$ cat src/rtl/ready_out_handshake_pkg.sv
// Shared types and default sizing for the picoNISC output-side handshake generator.
package ready_out_pkg;

  localparam int RO_DATA_W    = 16;
  localparam int RO_HOLD_BITS = 4;

  typedef enum logic [1:0] {IDLE, HOLD, WAIT_ACK, GAP} ro_state_t;

endpackage

$ cat src/rtl/ready_out_handshake_if.sv
// Bundles the CPU strobe/data, the external acknowledge and the handshake outputs.
interface ready_out_handshake_if
  import ready_out_pkg::*;
#(
  parameter int DATA_W = RO_DATA_W
);

  logic              wr;
  logic [DATA_W-1:0] wdata;
  logic              ack_in;
  logic [DATA_W-1:0] data_out;
  logic              ready_out;
  logic              busy;

  modport master (
    output wr,
    output wdata,
    output ack_in,
    input  data_out,
    input  ready_out,
    input  busy
  );

  modport slave (
    input  wr,
    input  wdata,
    input  ack_in,
    output data_out,
    output ready_out,
    output busy
  );

endinterface

$ cat src/rtl/ready_out_handshake_ack_sync.sv
// Brings the asynchronous acknowledge into the clk domain and flags its rising edge.
module ack_sync (
  input  logic clk,
  input  logic Reset,
  input  logic in,
  output logic rise
);

  logic r_s1;
  logic r_s2;
  logic r_s3;

  always_ff @(posedge clk) begin
    if (Reset) begin
      r_s1 <= 1'b0;
      r_s2 <= 1'b0;
      r_s3 <= 1'b0;
    end else begin
      r_s1 <= in;
      r_s2 <= r_s1;
      r_s3 <= r_s2;
    end
  end

  // s3 only delays s2, so a level held high produces a single rise
  assign rise = r_s2 & ~r_s3;

endmodule

$ cat src/rtl/ready_out_handshake.sv
// Output handshake: latches a CPU word, holds ready_out for a minimum time until acked, then a fixed gap.
module ready_out_handshake
  import ready_out_pkg::*;
#(
  parameter int DATA_W    = RO_DATA_W,
  parameter int HOLD_BITS = RO_HOLD_BITS
) (
  input logic                  clk,
  input logic                  Reset,
  ready_out_handshake_if.slave io_bus
);

  ro_state_t             r_state;
  ro_state_t             w_state_next;
  logic [HOLD_BITS-1:0]  r_count;
  logic [HOLD_BITS-1:0]  w_count_next;
  logic                  r_ack_seen;
  logic                  w_ack_seen_next;
  logic [DATA_W-1:0]     r_data;
  logic                  w_load;
  logic                  w_ack_rise;
  logic                  w_count_full;

  ack_sync u_ack_sync (
    .clk   (clk),
    .Reset (Reset),
    .in    (io_bus.ack_in),
    .rise  (w_ack_rise)
  );

  assign w_count_full = &r_count;

  always_comb begin
    w_state_next    = r_state;
    w_count_next    = r_count;
    w_ack_seen_next = r_ack_seen;
    w_load          = 1'b0;
    case (r_state)
      IDLE: begin
        if (io_bus.wr) begin
          w_load          = 1'b1;
          w_count_next    = '0;
          w_ack_seen_next = 1'b0;
          w_state_next    = HOLD;
        end
      end
      HOLD: begin
        w_count_next = r_count + 1'b1;
        if (w_ack_rise) begin
          w_ack_seen_next = 1'b1;
        end
        // An ack arriving on the very last hold cycle still counts
        if (w_count_full) begin
          w_count_next = '0;
          w_state_next = (r_ack_seen || w_ack_rise) ? GAP : WAIT_ACK;
        end
      end
      WAIT_ACK: begin
        if (w_ack_rise) begin
          w_count_next = '0;
          w_state_next = GAP;
        end
      end
      GAP: begin
        w_count_next = r_count + 1'b1;
        if (w_count_full) begin
          w_count_next = '0;
          w_state_next = IDLE;
        end
      end
      default: begin
        w_state_next = IDLE;
      end
    endcase
  end

  always_ff @(posedge clk) begin
    if (Reset) begin
      r_state    <= IDLE;
      r_count    <= '0;
      r_ack_seen <= 1'b0;
      r_data     <= '0;
    end else begin
      r_state    <= w_state_next;
      r_count    <= w_count_next;
      r_ack_seen <= w_ack_seen_next;
      if (w_load) begin
        r_data <= io_bus.wdata;
      end
    end
  end

  // Outputs decode the state register only, so wr/ack_in never reach them combinationally
  assign io_bus.ready_out = (r_state == HOLD) || (r_state == WAIT_ACK);
  assign io_bus.busy      = (r_state != IDLE);
  assign io_bus.data_out  = r_data;

endmodule
$ cat src/flat_wrapper.sv
// flat-port wrapper written by rule: the top's interface ports become plain ports
module ready_out_handshake_flat import ready_out_pkg::*;
#(
  parameter int DATA_W    = RO_DATA_W,
  parameter int HOLD_BITS = RO_HOLD_BITS
)
  (clk, Reset, io_bus_wr, io_bus_wdata, io_bus_ack_in, io_bus_data_out, io_bus_ready_out, io_bus_busy);
  ready_out_handshake_if #(.DATA_W(DATA_W)) io_bus_i ();
  input logic clk;
  input logic Reset;
  input wire logic [$bits(io_bus_i.wr)-1:0] io_bus_wr;
  input wire logic [$bits(io_bus_i.wdata)-1:0] io_bus_wdata;
  input wire logic [$bits(io_bus_i.ack_in)-1:0] io_bus_ack_in;
  output wire logic [$bits(io_bus_i.data_out)-1:0] io_bus_data_out;
  output wire logic [$bits(io_bus_i.ready_out)-1:0] io_bus_ready_out;
  output wire logic [$bits(io_bus_i.busy)-1:0] io_bus_busy;
  assign io_bus_i.wr = io_bus_wr;
  assign io_bus_i.wdata = io_bus_wdata;
  assign io_bus_i.ack_in = io_bus_ack_in;
  assign io_bus_data_out = io_bus_i.data_out;
  assign io_bus_ready_out = io_bus_i.ready_out;
  assign io_bus_busy = io_bus_i.busy;
  ready_out_handshake #(.DATA_W(DATA_W), .HOLD_BITS(HOLD_BITS)) u_core (.clk(clk), .Reset(Reset), .io_bus(io_bus_i));
endmodule
$ cat config.mk
export PLATFORM = sky130hd
export DESIGN_NAME = ready_out_handshake_flat
export DESIGN_NICKNAME = d
export VERILOG_FILES = /design/src/rtl/ready_out_handshake_pkg.sv /design/src/rtl/ready_out_handshake_if.sv /design/src/rtl/ready_out_handshake_ack_sync.sv /design/src/rtl/ready_out_handshake.sv /design/src/flat_wrapper.sv
export SDC_FILE = /design/constraint.sdc
export NUM_CORES = 1
export LEC_CHECK = 0
export BUFFER_PORTS_ARGS = -buffer_cell sky130_fd_sc_hd__buf_4
export CORE_UTILIZATION = 40
export CTS_CLUSTER_SIZE = 28
export DETAILED_ROUTE_END_ITERATION = 8
export HOLD_SLACK_MARGIN = 0.1
export PLACE_DENSITY = 0.67
export SYNTH_ARGS = -nofsm -noshare
export SYNTH_HDL_FRONTEND = slang
export SYNTH_HIERARCHICAL = 1
export SYNTH_SLANG_ARGS = --single-unit
$ cat constraint.sdc
create_clock -name clk -period 1.8 [get_ports clk]
set_clock_uncertainty 0.2 [all_clocks]
set_input_delay 0.36 -clock clk [delete_from_list [all_inputs] [get_ports clk]]
set_output_delay 0.36 -clock clk [all_outputs]
set_load 0.02 [all_outputs]
Word-level counts from Yosys, hierarchy flattened
Cells that the tools add are included.
W data, S select, Z words.
- word-level logic and storage cells: 43
- input port bits: 20
- register bits after elaboration: 26
- output and inout port bits: 18
- multiplexer cells: 15
- eq/ne operators: 8
- reduce and logical (&&, ||, !) cells: 10
- bitwise logic cells: 2
- $add $sub $neg: 1
- operator list (cell ; number):
    $mux W4 ; 3
    $pmux W4 S3 ; 1
    $mux W2 ; 4
    $ne A2 B1 Y1 const B ; 4
    $pmux W2 S4 ; 1
    $reduce_and A4 Y1 ; 2
    $mux W1 ; 5
    $add A4 B1 Y4 const B ; 1
    $eq A2 B2 Y1 const B ; 2
    $reduce_bool A2 Y1 ; 2
    $reduce_and A3 Y1 ; 1
    $eq A2 B1 Y1 const B ; 1
    $logic_not A2 Y1 ; 1
    $logic_or A1 B1 Y1 ; 2
    $ne A2 B2 Y1 const B ; 1
    $pmux W1 S2 ; 1
    $reduce_and A2 Y1 ; 1
    $reduce_or A2 Y1 ; 1
    $and A1 B1 Y1 ; 1
    $not A1 Y1 ; 1

Logic depth before layout (Yosys ltp)
Gate-level depths: netlist (run 1).
- word-level depth: 6
- gate-level depth with buffers: 7

Modules after synthesis
Netlist (run 1), hierarchy kept.
- modules (own cells, without submodules) (module ; area an instance (µm²) ; instances ; cells each):
    ready_out_handshake ; 980.9 ; 1 ; 122
    ack_sync ; 87.6 ; 1 ; 7

Worst setup path before layout (run 1)
OpenSTA, ideal clock, no wires.
- kind: reg2reg
- from: reg u_core.r_state[0]
- to: reg u_core.r_count[3]
- data required time: 1526 ps
- arrival: 1651 ps
- cell stages (with the launch flop): 7
- period minus slack after synthesis: 1925 ps
- slack: -125 ps
- buffers on the path: 0
- cell sequence: dfxtp_1 > inv_1 > ha_1 > nor2b_4 > or2_1 > or4_1 > a31oi_1
- longest elaborated chain between the ends: 3
- ends and longest elaborated chain (what ; RTL line ; text):
    start: declaration ; ready_out_handshake.sv:13 ; ro_state_t r_state;
    start signal: assignment ; ready_out_handshake.sv:84 ; r_state <= w_state_next;
    $eq A2 B2 Y1 (tied with other cells) ; ready_out_handshake.sv:38 ; case (r_state)
    $reduce_or A2 Y1 (no line) (tied with other cells) ; - ;
    $pmux W4 S3 or $reduce_and A2 Y1 (tied branches) ; - ;
    end signal: assignment ; ready_out_handshake.sv:85 ; r_count <= w_count_next;
    end: declaration ; ready_out_handshake.sv:15 ; logic [HOLD_BITS-1:0] r_count;
Several ways; a longest one is shown, not always the timed one.
A chain may end at the register's enable or synchronous reset.

Worst setup path in the final report (run 1)
Ends and elaborated chain as after synthesis.

==> reports/metrics.yaml, run 1 <==
status: "finished, violations left"
violations: "setup timing"
area_growth_pct: 56.7
wl_um: 2650
r2r-end: "u_core/r_count[3]"
std_cell_rows: 18
first_global_vias: 993
p_per_area_nw_per_um2: 1270
cts_root_buf: "clkbuf_4"
leakage_nw: 0.727
synth_edf_count: 0
critPathLaunch: "u_core/r_state[0]"
async_reset_ff_share_pct: 0
layout_commonest_cell: "buf_4"
synth_flop_cell: "dfxtp_1"
tritoncts: "done"
critPathMaxFanout: 4
die-area_um2: 2880
die_w_um: 53.7
layout-drive-gt1-share_pct: 33.5
vias: 1062
cts_buffer_depth: 2
crit_end: "u_core/r_count[3]"
max_freq_ghz: 0.554
drtAntennaViolNets: 0
cp-start-kind: "flop"
gp_congestion: 0.717
final-setup-viol-count: 1
min_path_type: "input pin to flop"
crit_required_ps: 1860
post_dp_cell_area_um2: 1440
vias_per_cell: 4.87
crit_type: "flop to flop"
ys_warn_count: 6
syn-num-nets: 155
grtUsageTotal_pct: 19.8
post-route-util_pct: 67.0
grt_pass1_wl_um: 4080
core-area_um2: 2500
h-tree-depth: 1
slew_violations: 0
diodes: 0
syn_area_um2: 1070
synth.avg_cell_area_um2: 8.28
post-dp-hpwl_um: 1730
antenna_found_initial: 0
drt_iter0_markers: 25
drtPass1Iterations: 4
drc: 0
r2r_start: "u_core/r_state[0]"
ys_types: 25
synth-seq-cells: 26
hold_viol: 0
worstPathArrival_ps: 1870
synthCells: 129
portBuffers: 37
fin_crit_ps: 1810
r2r_setup_slack_ps: -6
dpl.cell_count: 197
ir_drop_v: 0.000796
die_h_um: 53.7
worst_pin_slew_ps: 524
io-pin-count: 38
p_total_mw: 2.13
insertion_delay_ps: 320
crit_path_end_kind: "flop"
synth-seq-area-share_pct: 48.7
final_cell_area_um2: 1670
rsz0062_at_grt: "true"
cap_violations: 0
grt_max_degree: 27
final_cells: 218
overflow: 0
period_share_pct: 100
start_util_pct: 42.7
reg2reg_depth: 6
wire_per_inst_um: 12.2
cts_buffers: 3
setup_ws_ps: -6.28
layout_common_cells: "buf_4, nand2_1, dfxtp_1, a21oi_1, dlygate4sd3_1"
cts.clk_slew.worst_paths_ps: 140
max_slew_margin_pct: 65.1
cts.sinks: 26
nets: 215
[state kept, by name, summed over array words and instances (netlist names)]
| name | count |
|---|---|
| u_core/io_bus.data_out | 16 |
| u_core/r_count | 4 |
| u_core/r_state | 2 |
| u_core/r_ack_seen | 1 |
| u_core/u_ack_sync/r_s1 | 1 |
| u_core/u_ack_sync/r_s2 | 1 |
| u_core/u_ack_sync/r_s3 | 1 |
[critical path, stage by stage (launching register included)]
cell	delay [ps]
dfxtp_4	410
inv_6	50
ha_2	170
nor2b_4	120
or2_4	260
or4_4	410
a31oi_1	130
[metal layers]
layer	part of all wire, %	global-route usage, %	up-vias
met1	42	21.6	490
met3	4.4	4.24	4
met4	0.87	6.58	0
li1	-	-	543
met2	53	37.0	25
met5	0	0	-
[repair_timing]
action                                 4_1_cts  5_1_grt
endpoints found under the hold margin       17        0
setup buffers                                0        0
hold buffers                                17        0
cloned                                       0        0
setup endpoints to repair                    3        3
pin swaps                                    5        3
resized for setup                            6        5
[final cells by class]
cell class                 instances  area, µm²
fill                             202        826
clock buffer                       4       36.3
timing repair buffer              60        493
inverter                           4       22.5
sequential                        26        529
tap                               30       37.5
multi-input combinational         94        556
[worst min-delay path by stage]
stage | start | cells after the start | slack, ps | to
after floorplan | u_core/u_ack_sync/r_s1 | 1 | 210 | u_core/u_ack_sync/r_s2
after global placement | u_core/u_ack_sync/r_s1 | 1 | 220 | u_core/u_ack_sync/r_s2
after detailed placement | u_core/u_ack_sync/r_s1 | 1 | 230 | u_core/u_ack_sync/r_s2
after CTS | Reset | 2 | 180 | u_core/r_state[1]
after global routing | Reset | 2 | 180 | u_core/r_state[1]
final | Reset | 2 | 170 | u_core/r_state[1]
[cell families after synthesis]
group	after synthesis	share of synthesized area, %
compound gates	27	13.8
fa+ha+maj	6	7.03
buf+inv	9	3.16
flops	26	48.7
mux	1	0.937
simple gates	60	26.3
[power breakdown]
group	total (mW)	switching, mW	internal [mW]
sequential	0.770	0.0808	0.689
clock	0.297	0.173	0.124
combinational	1.06	0.543	0.517
[cells in the mapped netlist, types with 2 or more instances]
library cell | instances | area [µm²]
nand2_1 | 38 | 143
dfxtp_1 | 26 | 521
a21oi_1 | 22 | 110
ha_1 | 6 | 75.1
clkbuf_1 | 5 | 18.8
nor2b_1 | 5 | 31.3
inv_1 | 4 | 15.0
nand3_1 | 3 | 15.0
nor2_1 | 3 | 11.3
or2_1 | 2 | 12.5
[through the flow]
stage | setup slack [ps] | hold WS [ps] | setup TNS [ps]
CTS | 7.39 | 178 | 0
detailed placement | -35.2 | 230 | -59.7
floorplan | 18.5 | 214 | 0
finish | -6.28 | 169 | -6.28
global route | -49.6 | 177 | -136
global placement | 21.8 | 217 | 0
(Power assumes the default switching activity.)
==> inputs of run 2 (changes only) <==
- ABC_AREA: not set -> 1
==> reports/metrics.yaml, run 2 <==
post_dp_cell_area_um2: 1380  # -3.8%
final_cell_area_um2: 1570  # -6.1%
synth_flop_cell: "dfxtp_1"
layout_commonest_cell: "nor2_1"
cts_root_buf: "clkbuf_4"
start_util_pct: 43.3  # +0.56 points
met1_usage_pct: 21.0  # -0.55 points
die_w_um: 54.3  # +1.1%
cts.sinks: 26  # unchanged
max_stage_delay_ps: 350  # -60 ps
tritoncts: "done"
largest_reg_flops: 16  # unchanged
busiest_layer: "met2"
overflow: 0  # unchanged
drt_iter0_markers: 16  # -36%
crit_required_ps: 1240  # -620 ps
synthCells: 140  # +8.5%
synth.avg_cell_area_um2: 7.80  # -5.8%
grtUsageTotal_pct: 18.8  # -0.97 points
final-setup-viol-count: 0  # -1
core-area_um2: 2520  # +0.90%
yosys-top-cells-count: "nor2_1, dfxtp_1, inv_1"
yosysTopAreaCellShare_pct: 47.7  # -1.1 points
cap_violations: 0  # unchanged
synthMuxAreaShare_pct: 0  # -0.94 points
final_cells: 223  # +2.3%
cts_buffers: 3  # unchanged
status: "finished clean"
wl_um: 2570  # -3.1%
setup_ws_ps: 74.3  # +80.6 ps
die-area_um2: 2940  # +2.1%
worst_pin_slew_ps: 343  # -181 ps
wire_per_inst_um: 11.5  # -5.2%
critPathSlowestCell: "dfxtp_2"
insertion_delay_ps: 310  # about the same
r2r_start: "u_core/r_state[0]"
gp_congestion: 0.733  # +2.2%
grt_pass1_wl_um: 3920  # -3.9%
place_ws_ps: 127  # +162 ps
leakage_nw: 0.744  # +2.3%
drc: 0  # unchanged
nets: 221  # +2.8%
crit_path_end_kind: "output pin"
crit_type: "flop to output pin"
cts.clk_slew.worst_paths_ps: 130  # about the same
p_per_area_nw_per_um2: 1260  # -0.87%
io-pin-count: 38  # unchanged
synth_top_family_by_area: "simple AND/OR/NAND/NOR gates"
min_path_type: "input pin to flop"
vias: 1054  # -0.75%
r2r_setup_slack_ps: 230  # +240 ps
async_reset_ff_share_pct: 0  # unchanged
worstPathArrival_ps: 1170  # -700 ps
yosys.area.top_type: "dfxtp_1"
synthXorXnorAreaFrac_pct: 0.802  # +0.80 points
layout_common_cells: "nor2_1, buf_4, dfxtp_1, dlygate4sd3_1"
crit_end: "io_bus_ready_out"
reg2reg_depth: 9  # +3
hold_viol: 0  # unchanged
ys_warn_count: 6  # unchanged
critPathLaunch: "u_core/r_state[1]"
drtPass1Iterations: 4  # unchanged
syn-num-nets: 166  # +7.1%
p_total_mw: 1.98  # -6.9%
r2r-end: "u_core/r_state[0]"
diodes: 0  # unchanged
layout-drive-gt1-share_pct: 30.6  # -2.9 points
max_freq_ghz: 0.579  # +4.7%
syn_area_um2: 1090  # +2.2%
synth_adder_area_share_pct: 6.87  # -0.15 points
portBuffers: 37  # unchanged
ys_types: 21  # -16%
synth-seq-area-share_pct: 47.7  # -1.1 points
synth_edf_count: 0  # unchanged
antenna_found_initial: 0  # unchanged
cp_num_cells: 3  # -3
vias_per_cell: 4.73  # -3.0%
drtAntennaViolNets: 0  # unchanged
ir_drop_v: 0.000784  # -1.5%
critPathTopFamily: "flip-flops"
area_growth_pct: 44.0
die_h_um: 54.3  # +1.1%
synth.most_common_cell: "nor2_1"
met3_usage_pct: 2.50  # -1.7 points
yosys-top-cells-area: "dfxtp_1, nor2_1, ha_1"
setup_tns_ps: 0  # +6.28 ps
std_cell_rows: 18  # unchanged
h-tree-depth: 1  # unchanged
critPathMaxFanout: 3  # -1
synth-simple-area-share_pct: 24.5  # -1.8 points
path_cells: "inv_1, ha_4, buf_4"
critPathBufInv: 2  # +1
rsz0062_at_grt: "false"
first_global_vias: 951  # -4.2%
cp-start-kind: "flop"
grt_max_degree: 19  # -30%
synth-seq-cells: 26  # unchanged
dpl.cell_count: 204  # +3.6%
period_share_pct: 95.9  # -4.5 points
fin_crit_ps: 1730  # -80.6 ps
synth-compound-area-share_pct: 11.3  # -2.5 points
slew_violations: 0  # unchanged
max_slew_margin_pct: 77.1  # +12 points
cts_buffer_depth: 2  # unchanged
met2_usage_pct: 35.2  # -1.9 points
post-dp-hpwl_um: 1690  # -2.4%
run 2: worst min-delay path, stage by stage:
cell,delay [ps]
buf_4,80
o21ai_1,60
nor2_1,80
run 2: per-stage QoR:
step	hold slack, ps	util, %
after floorplan	188	-
after global placement	199	54.7
after detailed placement	200	54.7
after CTS	100	61.9
after global routing	108	62.4
final	109	62.4
run 2: power breakdown:
| group | leakage (nW) | total, mW | switching, mW | internal [mW] |
|---|---|---|---|---|
| registers | 0.215 | 0.783 | 0.0748 | 0.708 |
| logic | 0.515 | 0.961 | 0.558 | 0.402 |
| clock network | 0.0138 | 0.236 | 0.158 | 0.0781 |
run 2: kinds of logic after synthesis:
| group | Yosys count |
|---|---|
| flops | 26 |
| buf+inv | 20 |
| xor+xnor | 1 |
| compound gates | 24 |
| simple gates | 63 |
| fa+ha+maj | 6 |
run 2: worst min path at each step:
stage	startpoint	to	depth (start not counted)
3_3_place_gp	u_core/u_ack_sync/r_s1	u_core/u_ack_sync/r_s2	2
3_5_place_dp	u_core/u_ack_sync/r_s1	u_core/u_ack_sync/r_s2	2
4_1_cts	io_bus_wdata[14]	u_core/io_bus.data_out[14]	3
2_1_floorplan	u_core/u_ack_sync/r_s1	u_core/u_ack_sync/r_s2	2
6_report	io_bus_wdata[14]	u_core/io_bus.data_out[14]	3
5_1_grt	io_bus_wdata[9]	u_core/io_bus.data_out[9]	3
run 2: timing repair:
action,4_1_cts,5_1_grt
resized for setup,2,3
endpoints found under the setup margin,2,2
hold buffers,14,0
hold endpoints to repair,18,0
setup buffers,2,0
run 2: cell type report:
type,instances,area [µm²]
Fill cell,225,950
Sequential cell,26,523
Multi-Input combinational cell,94,488
Timing Repair Buffer,53,433
Inverter,17,68.8
Tap cell,30,37.5
Clock buffer,3,22.5
run 2: routing by layer:
metal / wire length (µm) / vias to the layer above
met5: 0 / -
met4: 35 / 0
met3: 109 / 4
met2: 1290 / 24
met1: 1140 / 480
li1: - / 546
==> inputs of run 3 (changes only) <==
- CAP_MARGIN: not set -> 10
- SYNTH_HIERARCHICAL: 1 -> not set
==> reports/metrics.yaml, run 3 <==
async_reset_ff_share_pct: 0  # unchanged
crit_required_ps: 1240  # about the same
crit_type: "flop to output pin"
synth.most_common_cell: "nor2_1"
synth_edf_count: 0  # unchanged
cts_buffer_depth: 2  # unchanged
yosys-top-cells-area: "dfxtp_1, nor2_1, ha_1"
io-pin-count: 38  # unchanged
top_layer_used: "met4"
synth-compound-area-share_pct: 13.1  # +1.7 points
hold_viol: 0  # unchanged
overflow: 0  # unchanged
synth.avg_cell_area_um2: 7.55  # -3.2%
synthMuxAreaShare_pct: 0  # unchanged
portBuffers: 37  # unchanged
yosys-top-cells-count: "nor2_1, dfxtp_1, nand2_1"
p_total_mw: 2.08  # +5.0%
critPathMaxFanout: 4  # +1
nets: 223  # +0.90%
max_freq_ghz: 0.572  # -1.3%
cap_violations: 0  # unchanged
insertion_delay_ps: 310  # about the same
leakage_nw: 0.748  # +0.64%
area_growth_pct: 47.3
min_path_type: "input pin to flop"
drtAntennaViolNets: 0  # unchanged
vias: 1058  # +0.38%
period_share_pct: 97.2  # +1.3 points
final_cells: 226  # +1.3%
synth-seq-cells: 26  # unchanged
ir_drop_v: 0.000778  # -0.83%
antenna_found_initial: 0  # unchanged
yosysTopAreaCellShare_pct: 48.5  # +0.89 points
worstPathArrival_ps: 1190  # +20 ps
cp-start-kind: "flop"
layout_commonest_cell: "nor2_1"
vias_per_cell: 4.68  # -0.95%
ys_warn_count: 0  # -6
tritoncts: "done"
synth-simple-area-share_pct: 24.7  # +0.22 points
diodes: 0  # unchanged
synthXorXnorAreaFrac_pct: 0  # -0.80 points
synth_flop_cell: "dfxtp_1"
critPathSlowestCell: "dfxtp_2"
first_global_vias: 998  # +4.9%
grtUsageTotal_pct: 19.4  # +0.56 points
drc: 0  # unchanged
syn-num-nets: 168  # +1.2%
syn_area_um2: 1070  # -1.8%
met1Wirelength_um: 1080  # -5.0%
wl_met3_um: 106  # -2.8%
path_cells: "inv_1, ha_4, buf_4"
max_stage_delay_ps: 340  # about the same
fin_crit_ps: 1750  # +23.3 ps
die_h_um: 53.8  # -0.88%
cts_buffers: 3  # unchanged
die-area_um2: 2890  # -1.8%
die_w_um: 53.8  # -0.88%
status: "finished clean"
gp_congestion: 0.797  # +8.8%
cts.sinks: 26  # unchanged
synthCells: 142  # +1.4%
yosys.area.top_type: "dfxtp_1"
dpl.cell_count: 206  # +0.98%
max_slew_margin_pct: 81.9  # +4.9 points
start_util_pct: 42.9  # -0.41 points
drt_iter0_markers: 17  # +1
layout-drive-gt1-share_pct: 26.5  # -4.0 points
drtPass1Iterations: 4  # unchanged
fill_cells: 237  # +5.3%
slew_violations: 0  # unchanged
ys_types: 16  # -24%
h-tree-depth: 1  # unchanged
layout_common_cells: "nor2_1, buf_4, dfxtp_1, nand2_1, dlygate4sd3_1"
cts.clk_slew.worst_paths_ps: 130  # about the same
std_cell_rows: 18  # unchanged
final-setup-viol-count: 0  # unchanged
grt_pass1_wl_um: 4000  # +1.9%
worst_pin_slew_ps: 271  # -72.3 ps
wl_um: 2570  # about the same
cts_root_buf: "clkbuf_4"
critPathTopFamily: "flip-flops"
core-area_um2: 2500  # -0.89%
post-dp-hpwl_um: 1750  # +4.0%
grt_max_degree: 19  # unchanged
p_per_area_nw_per_um2: 1320  # +4.6%
synth-seq-area-share_pct: 48.5  # +0.89 points
critPathBufInv: 2  # unchanged
largest_reg_flops: 16  # unchanged
synth_adder_area_share_pct: 7.00  # +0.13 points
route.met2.wl_um: 1360  # +5.4%
synth_top_family_by_area: "simple AND/OR/NAND/NOR gates"
crit_path_end_kind: "output pin"
wire_per_inst_um: 11.4  # -1.3%
-- run 3: where the power goes --
group          internal, mW  switching (mW)  leakage [nW]  total, mW
clock network         0.124           0.159        0.0210      0.283
registers             0.707          0.0721         0.215      0.779
logic                 0.431           0.587         0.512       1.02
total                  1.26           0.818         0.748       2.08
-- run 3: tightest hold or removal path, cell delays in order --
cell and delay (ps):
buf_4 80, o21ai_0 70, nor2_1 80
-- run 3: kinds of logic after synthesis --
family | count (synthesis)
compound gates | 27
flops | 26
simple gates | 66
fa+ha+maj | 6
buf+inv | 17
-- run 3: metal layers --
layer	vias to the layer above	GRT usage, %
met1	468	18.7
met2	30	39.7
li1	556	-
met4	0	7.89
met3	4	2.54
met5	-	0
-- run 3: area by class of cell --
| type | instances | area [µm²] | share of cell area (%) |
|---|---|---|---|
| timing repair buffer | 54 | 440 | 27.9 |
| multi-input combinational | 99 | 493 | 31.2 |
| sequential | 26 | 523 | 33.1 |
| tap | 30 | 37.5 | 2.38 |
| clock buffer | 4 | 36.3 | 2.30 |
| inverter | 13 | 48.8 | 3.09 |
-- run 3: what timing repair did --
action	4_1_cts	5_1_grt
pin swaps	0	0
gates resized for setup	2	1
hold buffers	14	0
endpoints found under the hold margin	19	0
buffers inserted	2	0
setup endpoints to repair	2	2
-- run 3: worst paths after layout --
check / start / endpoint / slack (ps) / cells after the start
setup / recovery: u_core.r_state[0] / io_bus_ready_out / 50 / 3
hold reg to reg: u_core.u_ack_sync.r_s1 / u_core.u_ack_sync.r_s2 / 210 / 2
setup reg to reg: u_core.r_state[0] / u_core.r_count[3] / 210 / 7
hold / removal: io_bus_wdata[10] / u_core.io_bus.data_out[10] / 110 / 3
-- run 3: metrics by stage --
| step | setup slack (ps) | TNS (ps) | area [µm²] | utilization, % | hold slack [ps] |
|---|---|---|---|---|---|
| final | 51.0 | 0 | 1580 | 63.2 | 107 |
| after global routing | -9.44 | -9.44 | 1580 | 63.2 | 104 |
| after CTS | 8.04 | 0 | 1570 | 62.7 | 102 |
| after detailed placement | 192 | 0 | 1370 | 54.9 | 199 |
| after global placement | 244 | 0 | 1370 | 54.9 | 194 |
| after floorplan | 333 | 0 | 1070 | - | 188 |
